<file path="src/rtl/mem_access_unit_pkg.sv">
// Shared encodings for the MEM-stage access unit: access sizes, FSM states and the
// alignment rule applied when a request is accepted.
package mem_access_unit_pkg;

    localparam logic [1:0] SzByte    = 2'b00;
    localparam logic [1:0] SzHalf    = 2'b01;
    localparam logic [1:0] SzWord    = 2'b10;
    localparam logic [1:0] SzIllegal = 2'b11;

    typedef enum logic [2:0] {
        StIdle,
        StRead,
        StCapture,
        StWrite,
        StDone,
        StErr
    } state_e;

    // True when the request must be rejected instead of reaching memory.
    function automatic logic is_misaligned(input logic [1:0] size, input logic [1:0] offset);
        case (size)
            SzByte:  return 1'b0;
            SzHalf:  return offset[0];
            SzWord:  return offset != 2'b00;
            default: return 1'b1;
        endcase
    endfunction

endpackage

</file>
<file path="src/rtl/mem_access_unit_if.sv">
// Pipeline request/response and words_memory signals of the access unit in one bundle.
// slave is the unit's view; master is the view of whoever drives it and hosts the memory.
interface mem_access_unit_if;

    logic        req;
    logic        isStore;
    logic [1:0]  size;
    logic        signedLoad;
    logic [31:0] address;
    logic [31:0] storeData;
    logic [31:0] loadData;
    logic        busy;
    logic        done;
    logic        misaligned;
    logic [31:0] memAddress;
    logic [31:0] memDataIn;
    logic [31:0] memDataOut;
    logic        memRead;
    logic        memWrite;

    modport slave (
        input  req, isStore, size, signedLoad, address, storeData, memDataOut,
        output loadData, busy, done, misaligned, memAddress, memDataIn, memRead, memWrite
    );

    modport master (
        output req, isStore, size, signedLoad, address, storeData, memDataOut,
        input  loadData, busy, done, misaligned, memAddress, memDataIn, memRead, memWrite
    );

endinterface

</file>
<file path="src/rtl/byte_lane_mux.sv">
// Little-endian lane steering: pulls a byte/half out of a memory word with sign or zero
// extension, and inserts a store byte/half into a word for read-modify-write.
module byte_lane_mux
    import mem_access_unit_pkg::*;
(
    input  logic [31:0] rdata_i,
    input  logic [15:0] wdata_i,
    input  logic [1:0]  offset_i,
    input  logic [1:0]  size_i,
    input  logic        signed_i,
    output logic [31:0] extract_o,
    output logic [31:0] merge_o
);

    logic [4:0]  shamt;
    logic [31:0] shifted;
    logic [31:0] lane_mask;
    logic [31:0] lane_ins;

    always_comb begin
        // Halves only ever sit at offset 0 or 2, so only offset[1] selects the lane.
        shamt     = (size_i == SzHalf) ? {offset_i[1], 4'b0000} : {offset_i, 3'b000};
        shifted   = rdata_i >> shamt;
        extract_o = shifted;
        lane_mask = '0;
        lane_ins  = '0;
        case (size_i)
            SzByte: begin
                extract_o = {{24{signed_i & shifted[7]}}, shifted[7:0]};
                lane_mask = 32'h0000_00ff << shamt;
                lane_ins  = {24'b0, wdata_i[7:0]} << shamt;
            end
            SzHalf: begin
                extract_o = {{16{signed_i & shifted[15]}}, shifted[15:0]};
                lane_mask = 32'h0000_ffff << shamt;
                lane_ins  = {16'b0, wdata_i} << shamt;
            end
            default: ;
        endcase
        merge_o = (rdata_i & ~lane_mask) | lane_ins;
    end

endmodule

</file>
<file path="src/rtl/mem_access_unit.sv">
// MEM-stage front end for words_memory: one load/store at a time, sub-word loads extracted
// and extended, sub-word stores done as read-modify-write, misaligned requests rejected.
module mem_access_unit
    import mem_access_unit_pkg::*;
(
    input  logic              clk,
    input  logic              reset,
    mem_access_unit_if.slave  bus
);

    state_e      state_q, state_d;
    logic        is_store_q;
    logic        signed_q;
    logic [1:0]  size_q;
    logic [31:0] addr_q;
    logic [15:0] sdata_q;
    logic [31:0] wdata_q;
    logic [31:0] load_q;
    logic [31:0] extracted;
    logic [31:0] merged;
    logic        accept;

    assign accept = (state_q == StIdle) && bus.req;

    byte_lane_mux u_lane_mux (
        .rdata_i  (bus.memDataOut),
        .wdata_i  (sdata_q),
        .offset_i (addr_q[1:0]),
        .size_i   (size_q),
        .signed_i (signed_q),
        .extract_o(extracted),
        .merge_o  (merged)
    );

    always_comb begin
        state_d = state_q;
        case (state_q)
            StIdle: begin
                if (bus.req) begin
                    if (is_misaligned(bus.size, bus.address[1:0])) begin
                        state_d = StErr;
                    end else if (bus.isStore && (bus.size == SzWord)) begin
                        state_d = StWrite;
                    end else begin
                        state_d = StRead;
                    end
                end
            end
            StRead:    state_d = StCapture;
            StCapture: state_d = is_store_q ? StWrite : StDone;
            StWrite:   state_d = StDone;
            StDone:    state_d = StIdle;
            StErr:     state_d = StIdle;
            default:   state_d = StIdle;
        endcase
    end

    always_ff @(posedge clk) begin
        if (reset) begin
            state_q    <= StIdle;
            is_store_q <= 1'b0;
            signed_q   <= 1'b0;
            size_q     <= SzByte;
            addr_q     <= '0;
            sdata_q    <= '0;
            wdata_q    <= '0;
            load_q     <= '0;
        end else begin
            state_q <= state_d;
            if (accept) begin
                is_store_q <= bus.isStore;
                signed_q   <= bus.signedLoad;
                size_q     <= bus.size;
                addr_q     <= bus.address;
                sdata_q    <= bus.storeData[15:0];
                // Word stores skip the read, so their write data is taken straight away.
                if (bus.isStore && (bus.size == SzWord)) begin
                    wdata_q <= bus.storeData;
                end
            end
            if (state_q == StCapture) begin
                if (is_store_q) begin
                    wdata_q <= merged;
                end else begin
                    load_q <= extracted;
                end
            end
        end
    end

    assign bus.busy       = (state_q != StIdle);
    assign bus.done       = (state_q == StDone) || (state_q == StErr);
    assign bus.misaligned = (state_q == StErr);
    assign bus.memRead    = (state_q == StRead);
    assign bus.memWrite   = (state_q == StWrite);
    assign bus.memAddress = {addr_q[31:2], 2'b00};
    assign bus.memDataIn  = wdata_q;
    assign bus.loadData   = load_q;

endmodule

</file>
<file path="src/flat_wrapper.sv">
// flat-port wrapper written by rule: the top's interface ports become plain ports
module mem_access_unit_flat import mem_access_unit_pkg::*;
  (clk, reset, bus_req, bus_isStore, bus_size, bus_signedLoad, bus_address, bus_storeData, bus_memDataOut, bus_loadData, bus_busy, bus_done, bus_misaligned, bus_memAddress, bus_memDataIn, bus_memRead, bus_memWrite);
  mem_access_unit_if bus_i ();
  input  logic clk;
  input  logic reset;
  input wire logic [$bits(bus_i.req)-1:0] bus_req;
  input wire logic [$bits(bus_i.isStore)-1:0] bus_isStore;
  input wire logic [$bits(bus_i.size)-1:0] bus_size;
  input wire logic [$bits(bus_i.signedLoad)-1:0] bus_signedLoad;
  input wire logic [$bits(bus_i.address)-1:0] bus_address;
  input wire logic [$bits(bus_i.storeData)-1:0] bus_storeData;
  input wire logic [$bits(bus_i.memDataOut)-1:0] bus_memDataOut;
  output wire logic [$bits(bus_i.loadData)-1:0] bus_loadData;
  output wire logic [$bits(bus_i.busy)-1:0] bus_busy;
  output wire logic [$bits(bus_i.done)-1:0] bus_done;
  output wire logic [$bits(bus_i.misaligned)-1:0] bus_misaligned;
  output wire logic [$bits(bus_i.memAddress)-1:0] bus_memAddress;
  output wire logic [$bits(bus_i.memDataIn)-1:0] bus_memDataIn;
  output wire logic [$bits(bus_i.memRead)-1:0] bus_memRead;
  output wire logic [$bits(bus_i.memWrite)-1:0] bus_memWrite;
  assign bus_i.req = bus_req;
  assign bus_i.isStore = bus_isStore;
  assign bus_i.size = bus_size;
  assign bus_i.signedLoad = bus_signedLoad;
  assign bus_i.address = bus_address;
  assign bus_i.storeData = bus_storeData;
  assign bus_i.memDataOut = bus_memDataOut;
  assign bus_loadData = bus_i.loadData;
  assign bus_busy = bus_i.busy;
  assign bus_done = bus_i.done;
  assign bus_misaligned = bus_i.misaligned;
  assign bus_memAddress = bus_i.memAddress;
  assign bus_memDataIn = bus_i.memDataIn;
  assign bus_memRead = bus_i.memRead;
  assign bus_memWrite = bus_i.memWrite;
  mem_access_unit u_core (.clk(clk), .reset(reset), .bus(bus_i));
endmodule
</file>
<file path="config.mk">
export PLATFORM = sky130hd
export DESIGN_NAME = mem_access_unit_flat
export DESIGN_NICKNAME = d
export VERILOG_FILES = /design/src/rtl/mem_access_unit_pkg.sv /design/src/rtl/mem_access_unit_if.sv /design/src/rtl/byte_lane_mux.sv /design/src/rtl/mem_access_unit.sv /design/src/flat_wrapper.sv
export SDC_FILE = /design/constraint.sdc
export NUM_CORES = 1
export LEC_CHECK = 0
export ABC_CLOCK_PERIOD_IN_PS = 1800
export CAP_MARGIN = 20
export CORE_AREA = 2 2 118 120
export DETAILED_ROUTE_END_ITERATION = 6
export DIE_AREA = 0 0 120 122
export PLACE_DENSITY = 0.8
export SLEW_MARGIN = 20
export SYNTH_ARGS = -nofsm -noshare
export SYNTH_HDL_FRONTEND = slang
export SYNTH_SLANG_ARGS = --single-unit
</file>
<file path="constraint.sdc">
create_clock -name clk -period 1.8 [get_ports clk]
set_input_delay 0.36 -clock clk [delete_from_list [all_inputs] [get_ports clk]]
set_output_delay 0.36 -clock clk [all_outputs]
set_load 0.1 [all_outputs]
</file>
==> metrics.md, run 1 <==
| Metric | Value |
|---|---|
| Status | complete, no violations |
| WL/cell | 17.9 um |
| Final Critical Period | 1750 ps |
| Top sig layer | met4 |
| GRT overflow | 0 |
| Async S/R FF share, synth | 0% |
| DRT met1 WL | 7930 um |
| Mapped Cells | 752 |
| Sequential share of the synthesized area | 39.3% |
| Die Y | 122 um |
| Post-synth EDFFs | 0 |
| Num CTS Buffers | 17 |
| Core Rows | 43 |
| Crit path DAT | 2030 ps |
| Actual slew at the worst max-slew pin | 510 ps |
| Top_reg_cell synth | dfxtp_1 |
| Final hold violations | 0 |
| Port bufs | 201 |
| Seq. cell area | 2390 sq um |
| Largest net degree at the start of global routing | 45 |
| Area growth from synthesis to layout | 61.8% |
| Die Area | 14600 sq um |
| DRC | 0 |
| Area after DPL | 9150 sq um |
| Dpl hpwl | 14700 um |
| Hold WC Path Type | input pin to flip-flop |
| Most numerous cell in the Yosys netlist | nand2_1 |
| TritonCTS clock tree | yes |
| Later-pin clock latency in the skew report | 420 ps |
| Via density | 5.58 |
| Starting DRT DRC Count | 648 |
| RSZ-0062 raised after global routing | yes |
| Vias | 6207 |
| Setup crit end kind | flip-flop |
| Synth warnings | 0 |
| Layout cell share with drive strength beyond 1 | 23.9% |
| Max-cap violations | 0 |
| Synth top area cells | dfxtp_1, nand2_1, a311oi_1, a21oi_1, buf_4 |
| Post-synth top area share | 39.3% |
| Inserted Diodes | 0 |
| Critical Path Start Type | flip-flop |
| Power Density | 1190 nW/um^2 |
| Post-DRT Antenna Nets | 0 |
| Fin. max-slew vios | 0 |
| Final GP Congestion | 0.907 |
| Final Cell Area | 9820 sq um |
| Post-synth top cells | nand2_1, dfxtp_1, a21oi_1 |
| CTS clk-pin slew, worst paths | 60 ps |
| # IOs | 204 |
| Htree depth | 4 |
| Initial antenna violation count | 0 |
| Avg Cell Area, Syn | 8.07 sq um |
| Vias in the first global route | 6058 |
| Max Clock Skew | 5.17 ps |
| IR drop worst, VDD | 0.878 mV |
| Met2 wire len | 9570 um |
| Overall Global Routing Usage | 27.2% |
| Yosys reg bits | 119 |
| Relative slew slack | 65.8% |
| DR WL met3 | 1740 um |
| Final #Nets | 1023 |
| Period utilization | 97.1% |
| Post-Route WL | 19900 um |
| Static Leak | 3.55 nW |
| Clock tree buffer depth | 2 |
| Multi-input combinational cell area | 3110 sq um |
| # fillers | 923 |
| DIE WIDTH | 120 um |
| Setup-failing EPs final | 0 |
| WS Path Type | flip-flop to flip-flop |
| Top cell type by total area after synthesis | dfxtp_1 |
| First-pass GRT wire length | 31300 um |
| Maximum clock frequency | 0.572 GHz |
| Starting density of the core | 44.9% |
| CP max FO | 15 |
| Design Power | 11.7 mW |
| Core ar. | 13500 sq um |
| CP Data Required Time | 2080 ps |
| CTS Sinks | 119 |
| First-pass DRT Iterations | 5 |
| Clk Tree Root Cell | clkbuf_16 |
| Hold Worst Slack | 402 ps |
| Synth Cell Area | 6070 sq um |
| Cell variety after synth | 43 |
| Setup_tns | 0 ps |
==> power by group <==
group | leakage, nW | switching, mW | internal, mW | total, mW
clock network | 0.286 | 1.24 | 2.27 | 3.51
registers | 0.972 | 0.362 | 2.96 | 3.32
logic | 2.30 | 3.07 | 1.79 | 4.86
==> metrics by stage <==
step           utilization [%]  setup WS [ps]  cells
2_1_floorplan                -           -264    753
3_3_place_gp              67.7          -81.0   1079
3_5_place_dp              67.7           -170   1079
4_1_cts                   72.3           1.96   1110
5_1_grt                   72.7          -9.38   1113
6_report                  72.7           52.2   1113
==> per-layer routing <==
layer  vias up  global-route usage (%)
met4         0                    12.6
met2       299                    43.6
met3        53                    7.91
met5         -                       0
li1       2967                       -
met1      2888                    33.7
==> flip-flops by register name, summed over array words and instances, names as in the netlist <==
signal,cells
u_core.signed_q,1
u_core.bus.memDataIn,32
u_core.state_q,3
u_core.addr_q,32
u_core.bus.loadData,32
u_core.sdata_q,16
u_core.size_q,2
u_core.is_store_q,1
==> placed cells by master (no fill, tap or decap), types with 4 or more instances in the layout <==
master           synthesis  layout
a211oi_1                31      31
and3_1                  18      18
a21oi_1                 62      62
nor2_1                  30      30
nand3b_1                 8       8
a221oi_1                16      15
dfxtp_1                119     114
clkbuf_16                0      17
clkdlybuf4s50_1          0     101
nand2_1                217     217
buf_12                   0     108
nand2b_1                17      17
o21ai_0                 24      21
mux2_2                   8       8
a311oi_1                39      39
clkinvlp_4               0       6
nor4b_1                  7       7
a22oi_1                 14      14
o21ai_1                  2       4
a311oi_2                10      10
buf_4                   37      37
==> worst paths after layout <==
check	startpoint	to	slack, ps	cells after the start
worst max-delay path	u_core.size_q[0]	u_core.bus.loadData[14]	50	5
worst min-delay path	reset	u_core.bus.loadData[2]	400	2
worst max register to register	u_core.size_q[0]	u_core.bus.loadData[14]	50	5
worst min register to register	u_core.sdata_q[11]	u_core.sdata_q[11]	460	2
==> what timing repair did <==
action / in CTS / in global routing
gates resized for setup: 5 / 10
buffers inserted: 0 / 3
hold buffers: 0 / 0
endpoints found under the setup margin: 3 / 29
pin swaps: 1 / 2
==> cell families after synthesis <==
group                  after synthesis  share of synthesized area, %
AO/OA/AOI/OAI                      204                          24.6
flip-flops                         119                          39.3
buffers and inverters              101                          10.1
multiplexers                         9                          1.65
other                                1                        0.0618
AND/OR/NAND/NOR                    318                          24.3
==> worst max-delay path: stages (launching register included) <==
cell and delay (ps):
dfxtp_1 450, nor2b_4 360, buf_4 280, nor4b_1 70
o21ai_0 310, a211oi_1 130
==> cell type report <==
cell class                 count  share of cell area, %
tap                          180                   2.29
multi-input combinational    533                   31.7
timing repair buffer         247                   35.3
clock inverter                12                   1.53
sequential                   119                   24.4
inverter                       2                 0.0765
clock buffer                  20                   4.75
Note: power is estimated with default switching activity, not from simulation.
==> inputs of run 2 (changes only) <==
--- a/config.mk
+++ b/config.mk
@@ -11,6 +11,7 @@
 export DETAILED_ROUTE_END_ITERATION = 6
 export DIE_AREA = 0 0 120 122
 export PLACE_DENSITY = 0.8
+export SKIP_LAST_GASP = 1
 export SLEW_MARGIN = 20
 export SYNTH_ARGS = -nofsm -noshare
 export SYNTH_HDL_FRONTEND = slang
==> metrics.md, run 2 (synthesis results as in run 1) <==
| Metric | Value |
|---|---|
| Status | complete, no violations |
| Static Leak | 3.56 nW |
| Relative slew slack | 63.5% |
| Core Rows | 43 |
| Maximum clock frequency | 0.568 GHz |
| Commonest cells after routing, fill and taps aside | nand2_1, dfxtp_1, buf_12, clkdlybuf4s50_1, a21oi_1 |
| Die Y | 122 um |
| Dpl hpwl | 14700 um |
| Inserted Diodes | 0 |
| Post-DRT Antenna Nets | 0 |
| Starting DRT DRC Count | 585 |
| Power Density | 1190 nW/um^2 |
| Hold Worst Slack | 405 ps |
| Actual slew at the worst max-slew pin | 544 ps |
| Max-cap violations | 0 |
| First-pass GRT wire length | 31300 um |
| Fin. max-slew vios | 0 |
| Hold EP | u_core.bus.loadData[2] |
| Worst-case reg-to-reg path depth | 4 |
| Overall Global Routing Usage | 27.2% |
| TritonCTS clock tree | yes |
| DRC | 0 |
| IR drop worst, VDD | 0.881 mV |
| CTS Sinks | 119 |
| Clk Tree Root Cell | clkbuf_16 |
| Core ar. | 13500 sq um |
| CP max FO | 11 |
| CP Data Required Time | 2090 ps |
| Port bufs | 201 |
| Final #Nets | 1024 |
| RSZ-0062 raised after global routing | yes |
| Reg2Reg Launch Point | u_core.size_q[0] |
| Most common cell after layout, fill and taps aside | nand2_1 |
| Starting density of the core | 44.9% |
| Final GP Congestion | 0.907 |
| CTS clk-pin slew, worst paths | 60 ps |
| R2R Setup Slk | 40 ps |
| Setup_tns | 0 ps |
| Final hold violations | 0 |
| Hold Path Depth | 2 |
| Via density | 5.56 |
| Initial antenna violation count | 0 |
| Clock tree buffer depth | 2 |
| WS Path Type | flip-flop to flip-flop |
| Reg-to-reg endpoint | u_core.bus.memDataIn[14] |
| DIE WIDTH | 120 um |
| Num CTS Buffers | 17 |
| Final Critical Period | 1760 ps |
| Period utilization | 97.7% |
| Layout cell share with drive strength beyond 1 | 23.7% |
| Hold Path Origin | reset |
| Setup-failing EPs final | 0 |
| Vias in the first global route | 6058 |
| GRT overflow | 0 |
| Critical Path Start Type | flip-flop |
| WL/cell | 17.9 um |
| Later-pin clock latency in the skew report | 420 ps |
| Htree depth | 4 |
| Area growth from synthesis to layout | 61.8% |
| # IOs | 204 |
| Max Clock Skew | 5.56 ps |
| Setup crit end kind | flip-flop |
| First-pass DRT Iterations | 6 |
| Crit path DAT | 2050 ps |
| Post-Route WL | 19900 um |
| Largest net degree at the start of global routing | 45 |
| Post-CTS Hold Buffers | 0 |
| Vias | 6198 |
| Die Area | 14600 sq um |
| Hold WC Path Type | input pin to flip-flop |
[run 2: cell types whose count changed in the layout (fill, tap and decap cells not counted), sizes merged]
cell	change
buf	+1
[run 2: metal layers]
layer | global-route usage [%] | vias to the layer above | share of wire [%]
met4 | 12.6 | 0 | 3.6
met3 | 7.91 | 55 | 8.6
met2 | 43.6 | 293 | 48
met5 | 0 | - | 0
met1 | 33.7 | 2882 | 40
li1 | - | 2968 | -
[run 2: worst max path at each step]
stage	start	endpoint	depth (start not counted)
after global routing	u_core.size_q[0]	u_core.bus.memDataIn[14]	4
after CTS	u_core.state_q[1]	bus_misaligned	4
after global placement	bus_memDataOut[15]	u_core.bus.loadData[25]	5
final	u_core.size_q[0]	u_core.bus.memDataIn[14]	4
after detailed placement	bus_size[0]	u_core.bus.memDataIn[23]	6
after floorplan	u_core.state_q[2]	bus_misaligned	2
[run 2: stage by stage]
| stage | cell area, sq um | utilization [%] | setup WS [ps] | total power [mW] | cells |
|---|---|---|---|---|---|
| after global routing | 9820 | 72.7 | -25.4 | 12.1 | 1114 |
| after global placement | 9150 | 67.7 | -81.0 | 8.09 | 1079 |
| final | 9820 | 72.7 | 40.7 | 11.7 | 1114 |
| after detailed placement | 9150 | 67.7 | -170 | 8.17 | 1079 |
| after floorplan | 6090 | - | -264 | 6.46 | 753 |
| after CTS | 9760 | 72.3 | -11.1 | 11.7 | 1110 |
[run 2: power by group]
group / switching [mW] / internal (mW)
combinational: 3.06 / 1.80
clock: 1.23 / 2.27
sequential: 0.364 / 2.96
total: 4.66 / 7.03
[run 2: final cells by class]
type                    instances  area [sq um]
clock buffers                  20           467
flip-flops and latches        119          2390
well taps                     180           225
multi-input cells             533          3100
clock inverters                12           150
repair buffers                248          3470
fillers                       923          3680
inverters                       2          7.51
[run 2: worst max-delay path, stage by stage (launching register included)]
cell	delay, ps
dfxtp_1	460
nor2b_4	360
o21ai_0	230
a221oi_1	480
a311oi_1	90
[run 2: what timing repair did]
| item | in CTS | in global routing |
|---|---|---|
| pin swaps | 1 | 2 |
| setup buffers | 0 | 4 |
| endpoints found under the setup margin | 3 | 29 |
| gates resized for setup | 3 | 10 |
